$ cat src/rtl/ram_arbiter_2x16_pkg.sv
// ram_ctrl_pkg: shared sizing, FSM state encoding and read-tag layout for the
// two-client RAM arbiter/sequencer and its RAM model.
package ram_ctrl_pkg;
  localparam int DATA_W = 16;
  localparam int ADDR_W = 4;
  localparam int DEPTH  = 16;  // 2**ADDR_W, also the init-sweep length

  typedef enum logic {ST_INIT, ST_RUN} state_e;

  // Tracks one issued command until its read data is back from the RAM.
  typedef struct packed {
    logic is_read;
    logic client_id;
  } tag_t;
endpackage

$ cat src/rtl/ram_arbiter_2x16_if.sv
// Bus interfaces for the arbiter.
//   ram_req_if : one client command port. master = client, slave = arbiter.
//     valid/we/addr/wdata : command (held stable by the client until ready)
//     ready               : command accepted this cycle
//     rvalid/rdata        : read return (rdata meaningful only with rvalid)
//   ram_port_if : single-port synchronous RAM port. master = arbiter, slave = RAM.
//     we/re/addr/din : command, dout : read data (registered in the RAM)
interface ram_req_if;
  import ram_ctrl_pkg::*;
  logic              valid;
  logic              we;
  logic [ADDR_W-1:0] addr;
  logic [DATA_W-1:0] wdata;
  logic              ready;
  logic              rvalid;
  logic [DATA_W-1:0] rdata;

  modport master (output valid, we, addr, wdata, input  ready, rvalid, rdata);
  modport slave  (input  valid, we, addr, wdata, output ready, rvalid, rdata);
endinterface

interface ram_port_if;
  import ram_ctrl_pkg::*;
  logic              we;
  logic              re;
  logic [ADDR_W-1:0] addr;
  logic [DATA_W-1:0] din;
  logic [DATA_W-1:0] dout;

  modport master (output we, re, addr, din, input  dout);
  modport slave  (input  we, re, addr, din, output dout);
endinterface

$ cat src/rtl/ram_arbiter_2x16_rr_arb2.sv
// rr_arb2: two-way round-robin grant with its last-grant pointer.
//   clk, rst  : clock, synchronous active-high reset
//   i_en      : grants allowed this cycle
//   i_valid   : request vector {client1, client0}
//   o_grant   : one-hot grant, combinational from i_valid and the pointer
//   o_gnt_id  : index of the granted client (meaningful when |o_grant)
module rr_arb2 (
  input  logic       clk,
  input  logic       rst,
  input  logic       i_en,
  input  logic [1:0] i_valid,
  output logic [1:0] o_grant,
  output logic       o_gnt_id
);
  logic       r_last;  // client granted most recently
  logic [1:0] w_gnt;

  always_comb begin
    w_gnt = 2'b00;
    if (i_en) begin
      // On contention favour whichever client did not win last time.
      if (&i_valid) w_gnt = r_last ? 2'b01 : 2'b10;
      else          w_gnt = i_valid;
    end
  end

  // Pointer resets to "client 1 last" so client 0 wins the first tie.
  always_ff @(posedge clk) begin
    if (rst)         r_last <= 1'b1;
    else if (|w_gnt) r_last <= w_gnt[1];
  end

  assign o_grant  = w_gnt;
  assign o_gnt_id = w_gnt[1];
endmodule

$ cat src/rtl/ram_arbiter_2x16.sv
// ram_arbiter_2x16: zero-fills the RAM after reset, then serialises read/write
// commands from two clients into the RAM (one per cycle, round-robin on
// contention) and returns read data to the issuing client two cycles after
// acceptance.
//   clk, rst  : clock, synchronous active-high reset
//   req0/req1 : ram_req_if.slave client ports
//   ram       : ram_port_if.master toward sync_ram_16x16
//   init_done : high once the zero-fill sweep has been issued
module ram_arbiter_2x16
  import ram_ctrl_pkg::*;
(
  input  logic       clk,
  input  logic       rst,
  ram_req_if.slave   req0,
  ram_req_if.slave   req1,
  ram_port_if.master ram,
  output logic       init_done
);
  state_e            r_state, w_state_nxt;
  logic [ADDR_W:0]   r_cnt;        // one spare bit so DEPTH-1 decodes cleanly
  logic              r_ram_we, r_ram_re;
  logic [ADDR_W-1:0] r_ram_addr;
  logic [DATA_W-1:0] r_ram_din;
  logic              r_init_done;
  tag_t [2:1]        r_tag;        // [1]: command on the RAM bus, [2]: data on dout

  logic [1:0]        w_gnt;
  logic              w_gnt_id;
  logic              w_init_last;
  logic              w_sel_we;
  logic [ADDR_W-1:0] w_sel_addr;
  logic [DATA_W-1:0] w_sel_wdata;

  // Grants are suppressed during reset so nothing is accepted that the
  // pipeline flush would then silently drop.
  rr_arb2 u_arb (
    .clk      (clk),
    .rst      (rst),
    .i_en     ((r_state == ST_RUN) && !rst),
    .i_valid  ({req1.valid, req0.valid}),
    .o_grant  (w_gnt),
    .o_gnt_id (w_gnt_id)
  );

  assign w_sel_we    = w_gnt_id ? req1.we    : req0.we;
  assign w_sel_addr  = w_gnt_id ? req1.addr  : req0.addr;
  assign w_sel_wdata = w_gnt_id ? req1.wdata : req0.wdata;

  assign w_init_last = (r_state == ST_INIT) && (r_cnt == (ADDR_W+1)'(DEPTH-1));

  always_comb begin
    w_state_nxt = r_state;
    if (w_init_last) w_state_nxt = ST_RUN;
  end

  always_ff @(posedge clk) begin
    if (rst) begin
      r_state     <= ST_INIT;
      r_cnt       <= '0;
      r_ram_we    <= 1'b0;
      r_ram_re    <= 1'b0;
      r_ram_addr  <= '0;
      r_ram_din   <= '0;
      r_init_done <= 1'b0;
      r_tag       <= '0;
    end else begin
      r_state  <= w_state_nxt;
      r_tag[2] <= r_tag[1];
      if (r_state == ST_INIT) begin
        r_ram_we   <= 1'b1;
        r_ram_re   <= 1'b0;
        r_ram_addr <= r_cnt[ADDR_W-1:0];
        r_ram_din  <= '0;
        r_cnt      <= r_cnt + 1'b1;
        r_tag[1]   <= '0;
        if (w_init_last) r_init_done <= 1'b1;
      end else begin
        // Idle cycles leave addr/din as they were; only the strobes drop.
        r_ram_we <= (|w_gnt) &&  w_sel_we;
        r_ram_re <= (|w_gnt) && !w_sel_we;
        if (|w_gnt) begin
          r_ram_addr <= w_sel_addr;
          r_ram_din  <= w_sel_wdata;
        end
        r_tag[1] <= '{is_read: (|w_gnt) && !w_sel_we, client_id: w_gnt_id};
      end
    end
  end

  assign ram.we    = r_ram_we;
  assign ram.re    = r_ram_re;
  assign ram.addr  = r_ram_addr;
  assign ram.din   = r_ram_din;
  assign init_done = r_init_done;

  assign req0.ready  = w_gnt[0];
  assign req1.ready  = w_gnt[1];
  assign req0.rvalid = r_tag[2].is_read && !r_tag[2].client_id;
  assign req1.rvalid = r_tag[2].is_read &&  r_tag[2].client_id;
  assign req0.rdata  = ram.dout;
  assign req1.rdata  = ram.dout;
endmodule
$ cat src/flat_wrapper.sv
// flat-port wrapper written by rule: the top's interface ports become plain ports
module ram_arbiter_2x16_flat import ram_ctrl_pkg::*;
  (clk, rst, init_done, req0_valid, req0_we, req0_addr, req0_wdata, req0_ready, req0_rvalid, req0_rdata, req1_valid, req1_we, req1_addr, req1_wdata, req1_ready, req1_rvalid, req1_rdata, ram_we, ram_re, ram_addr, ram_din, ram_dout);
  ram_req_if req0_i ();
  ram_req_if req1_i ();
  ram_port_if ram_i ();
  input  logic clk;
  input  logic rst;
  output logic init_done;
  input wire logic [$bits(req0_i.valid)-1:0] req0_valid;
  input wire logic [$bits(req0_i.we)-1:0] req0_we;
  input wire logic [$bits(req0_i.addr)-1:0] req0_addr;
  input wire logic [$bits(req0_i.wdata)-1:0] req0_wdata;
  output wire logic [$bits(req0_i.ready)-1:0] req0_ready;
  output wire logic [$bits(req0_i.rvalid)-1:0] req0_rvalid;
  output wire logic [$bits(req0_i.rdata)-1:0] req0_rdata;
  input wire logic [$bits(req1_i.valid)-1:0] req1_valid;
  input wire logic [$bits(req1_i.we)-1:0] req1_we;
  input wire logic [$bits(req1_i.addr)-1:0] req1_addr;
  input wire logic [$bits(req1_i.wdata)-1:0] req1_wdata;
  output wire logic [$bits(req1_i.ready)-1:0] req1_ready;
  output wire logic [$bits(req1_i.rvalid)-1:0] req1_rvalid;
  output wire logic [$bits(req1_i.rdata)-1:0] req1_rdata;
  output wire logic [$bits(ram_i.we)-1:0] ram_we;
  output wire logic [$bits(ram_i.re)-1:0] ram_re;
  output wire logic [$bits(ram_i.addr)-1:0] ram_addr;
  output wire logic [$bits(ram_i.din)-1:0] ram_din;
  input wire logic [$bits(ram_i.dout)-1:0] ram_dout;
  assign req0_i.valid = req0_valid;
  assign req0_i.we = req0_we;
  assign req0_i.addr = req0_addr;
  assign req0_i.wdata = req0_wdata;
  assign req0_ready = req0_i.ready;
  assign req0_rvalid = req0_i.rvalid;
  assign req0_rdata = req0_i.rdata;
  assign req1_i.valid = req1_valid;
  assign req1_i.we = req1_we;
  assign req1_i.addr = req1_addr;
  assign req1_i.wdata = req1_wdata;
  assign req1_ready = req1_i.ready;
  assign req1_rvalid = req1_i.rvalid;
  assign req1_rdata = req1_i.rdata;
  assign ram_we = ram_i.we;
  assign ram_re = ram_i.re;
  assign ram_addr = ram_i.addr;
  assign ram_din = ram_i.din;
  assign ram_i.dout = ram_dout;
  ram_arbiter_2x16 u_core (.clk(clk), .rst(rst), .req0(req0_i), .req1(req1_i), .ram(ram_i), .init_done(init_done));
endmodule
$ cat config.mk
export PLATFORM = sky130hd
export DESIGN_NAME = ram_arbiter_2x16_flat
export DESIGN_NICKNAME = d
export VERILOG_FILES = /design/src/rtl/ram_arbiter_2x16_pkg.sv /design/src/rtl/ram_arbiter_2x16_if.sv /design/src/rtl/ram_arbiter_2x16_rr_arb2.sv /design/src/rtl/ram_arbiter_2x16.sv /design/src/flat_wrapper.sv
export SDC_FILE = /design/constraint.sdc
export NUM_CORES = 1
export LEC_CHECK = 0
export CORE_AREA = 2 2 76 107
export CTS_CLUSTER_SIZE = 10
export DETAILED_ROUTE_END_ITERATION = 12
export DIE_AREA = 0 0 78 109
export PLACE_DENSITY = 0.65
export SETUP_SLACK_MARGIN = 0.15
export SYNTH_ARGS = -nofsm -noshare
export SYNTH_HDL_FRONTEND = slang
export SYNTH_SLANG_ARGS = --single-unit
$ cat constraint.sdc
create_clock -name clk -period 1.2 [get_ports clk]
set_clock_uncertainty 0.05 [all_clocks]
set_input_delay 0.24 -clock clk [delete_from_list [all_inputs] [get_ports clk]]
set_output_delay 0.24 -clock clk [all_outputs]
set_load 0.03 [all_outputs]
==> impl_metrics.yaml, run 1 <==
route:
  wl_per_cell_um: 15.0
  viasPerCell: 4.55
  wl_um: 5740
  drtIter0Drc: 56
  via_count: 1744
  drt-pass1-iter-count: 4
  drc_errors: 0
  drtAntennaViolNets: 0
timing:
  max_freq_mhz: 674
  finalCritPeriodShare: 1.24
  setup_violations: 14
  finalHoldViolCount: 0
  slew_viol_final: 0
  rsz0062_at_grt: "true"
  fin_tns_setup_ns: -1.06
  min_period_ns: 1.48
  slew_headroom: 0.854
  fin_ws_ns: -0.283
  tightest_slew_ns: 0.217
placement:
  dpl_cell_area_um2: 2660
  dp_hpwl_um: 3950
  gp_congestion: 0.700
  post-place-ws_ns: -0.537
  port_buffers: 72
global_route:
  grt_usage: 0.132
  antenna_found_initial: 0
  grt_pass1_vias: 1833
  grt.overflow.total: 0
  grt_pass1_wl_um: 8930
  grt_max_degree: 14
pwr:
  power_uw: 2370
  leakage_uw: 0.00121
  power_density_nw_per_um2: 711
  ir_worst_vdd_mv: 0.399
critical_path:
  cp_data_arrival_time_ns: 1.19
  crit_type: "reg2out"
  end_kind: "output port"
  required_ns: 0.91
  crit_path_start_kind: "flip-flop"
  cp_max_fo: 5
synth:
  synth_edf_count: 0
  syn_area_um2: 1840
  synth_cells: 207
  syn_nets: 271
  synth-seq-cells: 32
  synth.distinct_cells: 44
  ys_warn_count: 0
  syn_avg_cell_area_um2: 8.90
  seq_area_frac_synth: 0.348
  synthArstFlopShare: 0
  synthFlopType: "dfxtp_1"
flow_run:
  cap_violations: 0
clocking:
  insertion_delay_ns: 0.27
  cts_buffer_depth: 2
  cts.sink_count: 32
  cts_max_level: 2
  cts_tree: "yes"
  cts.root.buffer_cell: "clkbuf_8"
  cts_hold_repair.buffers: 0
  cts_buffers: 5
  path_clk_slew_ns: 0.07
status:
  violations: "negative setup slack"
  status: "finished with violations"
die:
  ioPinCount: 121
  start_util: 0.242
  die_area_um2: 8500
  die_w_um: 78
  core-area_um2: 7610
  fp.dieH_um: 109
  num_rows: 38
final_layout:
  antenna_cells: 0
  layout_common_cells: "clkdlybuf4s50_1 (42), buf_6 (38), dfxtp_2 (24)"
  nets: 346
  design_area_um2: 3330
  drive_gt1_frac: 0.594
  synthToLayoutAreaGrowth_pct: 80.6
  final_common_cell: "clkdlybuf4s50_1"
min_path:
  min-delay-path-class: "reg2reg"
[state kept, by name, indices dropped and copies added, names as in the netlist]
name / count
u_core.ram.addr: 4
u_core.ram.re: 1
u_core.r_tag: 3
u_core.ram.din: 16
u_core.init_done: 1
u_core.u_arb.r_last: 1
u_core.r_cnt: 5
u_core.ram.we: 1
[stage by stage]
| stage | instances | utilization | hold slack (ns) |
|---|---|---|---|
| after floorplan | 207 | - | 0.285 |
| after global placement | 355 | 0.349 | 0.389 |
| after detailed placement | 355 | 0.349 | 0.390 |
| after CTS | 377 | 0.411 | 0.400 |
| after global routing | 383 | 0.437 | 0.412 |
| final | 383 | 0.437 | 0.398 |
[where the power goes]
group	internal, µW	switching [µW]	total, µW
Clock	468	379	846
Sequential	1070	14.7	1090
Combinational	248	182	430
[timing repair]
item,in CTS,in global routing
buffers inserted,12,6
cloned,2,0
pin swaps,24,8
endpoints found under the hold margin,0,0
gates resized for setup,88,36
setup endpoints to repair,53,52
[area by class of cell]
type / count / area, µm²
clock buffer: 8 / 90.1
fill: 720 / 4280
inverter: 3 / 11.3
multi-input combinational: 121 / 1100
sequential: 32 / 682
tap: 100 / 125
timing repair buffer: 119 / 1310
[logic make-up after synthesis]
kind of cell,count (synthesis),synth area share
AOI/OAI and AO/OA,33,0.120
buffers and inverters,54,0.230
and+or+nand+nor,81,0.264
muxes,2,0.0109
DFF,32,0.348
xor gates and xnor gates,3,0.0143
adders and majority gates,2,0.0136
[worst max-delay path, stage by stage, from the launching register on]
cell     delay, ns
dfxtp_4       0.37
or2b_1        0.24
and3_4        0.18
buf_6         0.13
[cells in the mapped netlist (all sizes together) (3+ instances only)]
cell type | n | share of area
inv | 3 | 0.0061
nor4 | 16 | 0.065
a31oi | 3 | 0.010
o21ai | 16 | 0.043
nand4 | 3 | 0.010
nor2b | 6 | 0.020
nor2 | 11 | 0.026
dfxtp | 32 | 0.35
buf | 49 | 0.21
nor3 | 32 | 0.090
[final timing paths]
kind | start | endpoint | slack [ns] | cells past startpoint
worst min-delay path | u_core.r_tag[0] | u_core.r_tag[2] | 0.40 | 1
worst min register to register | u_core.r_tag[0] | u_core.r_tag[2] | 0.40 | 1
worst max-delay path | u_core.u_arb.r_last | req0_ready | -0.28 | 3
worst max register to register | u_core.u_arb.r_last | u_core.ram.addr[0] | -0.14 | 6
[per-layer routing]
| metal | vias to the layer above | track usage | share of wire |
|---|---|---|---|
| met5 | - | 0 | 0 |
| met3 | 5 | 0.0356 | 0.054 |
| li1 | 855 | - | - |
| met4 | 0 | 0.0439 | 0.0059 |
| met2 | 40 | 0.252 | 0.56 |
| met1 | 844 | 0.140 | 0.38 |
(Power assumes the default switching activity.)
==> run 2, diff against run 1 <==
CTS_CLUSTER_DIAMETER = 120   (was unset)
==> results of run 2 <==
The final DEF is identical to that of run 1; final timing and power are the same.
==> run 3, diff against run 2 <==
CTS_BUF_LIST = sky130_fd_sc_hd__clkbuf_2   (was unset)
clock period = 1.3 ns   (was 1.2 ns; I/O delays follow)
==> run 3 against run 2 <==
The run still ends with negative setup slack left. Non-clock buffer count increased by 9. Via count increased by 3.6%. Combinational power rose by 3%. Flip-flop and latch count unchanged. First-iteration DRC count is 8.9% lower. Global-route usage is 1.9 points higher. Critical path type unchanged. Largest cell class unchanged. Largest power group unchanged.
==> impl_metrics.yaml, run 3 (same netlist as run 1, synthesis figures left out) <==
status:
  status: "finished with violations"
  violations: "negative setup slack"
die:
  ioPinCount: 121
  die_area_um2: 8500
  die_w_um: 78
  start_util: 0.242
  core-area_um2: 7610
  fp.dieH_um: 109
  num_rows: 38
timing:
  finalCritPeriodShare: 1.23
  min_period_ns: 1.60
  max_freq_mhz: 627
  setup_violations: 31
  slew_viol_final: 0
  slew_headroom: 0.787
  rsz0062_at_grt: "true"
  finalHoldViolCount: 0
  tightest_slew_ns: 0.319
  fin_tns_setup_ns: -4.06
  fin_ws_ns: -0.296
critical_path:
  crit_slowest_cell: "dfxtp_4"
  crit_type: "reg2out"
  required_ns: 0.99
  cp_data_arrival_time_ns: 1.29
  crit_path_start_kind: "flip-flop"
  critPathTopFamily: "simple AND/OR/NAND/NOR gates"
  crit_chain: "or2b_1 > and3_4 > buf_6"
  end_kind: "output port"
  path_buf_inv: 1
  cp_max_fo: 4
  crit_path_max_incr_delay_ns: 0.39
pwr:
  power_density_nw_per_um2: 551
  ir_worst_vdd_mv: 0.279
  leakage_uw: 0.00127
route:
  drtAntennaViolNets: 0
  drt-pass1-iter-count: 4
  drc_errors: 0
  wl_um: 6320
  wl_per_cell_um: 16.1
  via_count: 1806
  viasPerCell: 4.61
  drtIter0Drc: 51
min_path:
  min-delay-path-class: "in2reg"
global_route:
  antenna_found_initial: 0
  grt_pass1_wl_um: 9980
  grt_usage: 0.152
  grt.overflow.total: 0
  grt_pass1_vias: 1927
  grt_max_degree: 17
final_layout:
  nets: 355
  final_common_cell: "clkdlybuf4s50_1"
  largest_reg_flops: 16
  fin_util: 0.465
  design_area_um2: 3540
  finalNonFillerCells: 392
  antenna_cells: 0
  layout_common_cells: "clkdlybuf4s50_1 (42), buf_6 (41), dfxtp_2 (24)"
  synthToLayoutAreaGrowth_pct: 92.2
  drive_gt1_frac: 0.603
clocking:
  cts.sink_count: 32
  cts_buffer_depth: 2
  cts_buffers: 5
  path_clk_slew_ns: 0.20
  cts_tree: "yes"
  cts_max_level: 2
  cts.root.buffer_cell: "clkbuf_2"
  insertion_delay_ns: 0.38
placement:
  gp_congestion: 0.744
  dp_cells: 350
  dp_hpwl_um: 3660
  post-place-ws_ns: -0.509
  dpl_cell_area_um2: 2560
  port_buffers: 72
flow_run:
  cap_violations: 0
==> run 3: layout make-up <==
| class | instances | area, µm² |
|---|---|---|
| Timing Repair Buffer | 128 | 1490 |
| Clock buffer | 7 | 35.0 |
| Multi-Input combinational cell | 121 | 1190 |
| Inverter | 3 | 11.3 |
| Sequential cell | 32 | 682 |
| Tap cell | 100 | 125 |
| Clock inverter | 1 | 5.00 |
| Fill cell | 744 | 4070 |
==> run 3: per-stage QoR <==
step / hold WS (ns) / total power, µW
6_report: 0.407 / 1950
5_1_grt: 0.424 / 2040
4_1_cts: 0.376 / 1960
3_5_place_dp: 0.394 / 1370
3_3_place_gp: 0.390 / 1370
2_1_floorplan: 0.305 / 1340
==> run 3: path summary, 6_finish.rpt <==
path,start,to,slack [ns],cells past startpoint
max,u_core.u_arb.r_last,req0_ready,-0.30,3
min,req0_valid,u_core.ram.addr[1],0.41,3
max reg2reg,u_core.init_done,u_core.r_cnt[3],-0.22,8
min reg2reg,u_core.ram.re,u_core.r_tag[3],0.44,1
==> run 3: worst register-to-register path: stages, from the launching register on <==
cell and delay (ns):
dfxtp_4 0.40, buf_6 0.11, buf_6 0.11, buf_8 0.11
buf_6 0.11, buf_8 0.12, nand4b_1 0.18, xor2_1 0.18
nor2_1 0.06
==> run 3: repair_timing <==
| action | CTS | global route |
|---|---|---|
| pin swaps | 49 | 33 |
| setup endpoints to repair | 51 | 56 |
| gates cloned | 6 | 0 |
| buffers inserted | 19 | 9 |
| gates resized for setup | 149 | 26 |
| hold buffers | 0 | 0 |
==> run 3: report_power, final <==
| group | total [µW] | switching, µW | internal [µW] |
|---|---|---|---|
| clock network | 500 | 353 | 147 |
| registers | 1000 | 12.4 | 992 |
| logic | 444 | 190 | 255 |
==> run 3: layer usage <==
| layer | share of wire | GRT usage |
|---|---|---|
| met5 | 0 | 0 |
| met3 | 0.060 | 0.0315 |
| met4 | 0.020 | 0.0677 |
| met2 | 0.52 | 0.266 |
| met1 | 0.40 | 0.177 |
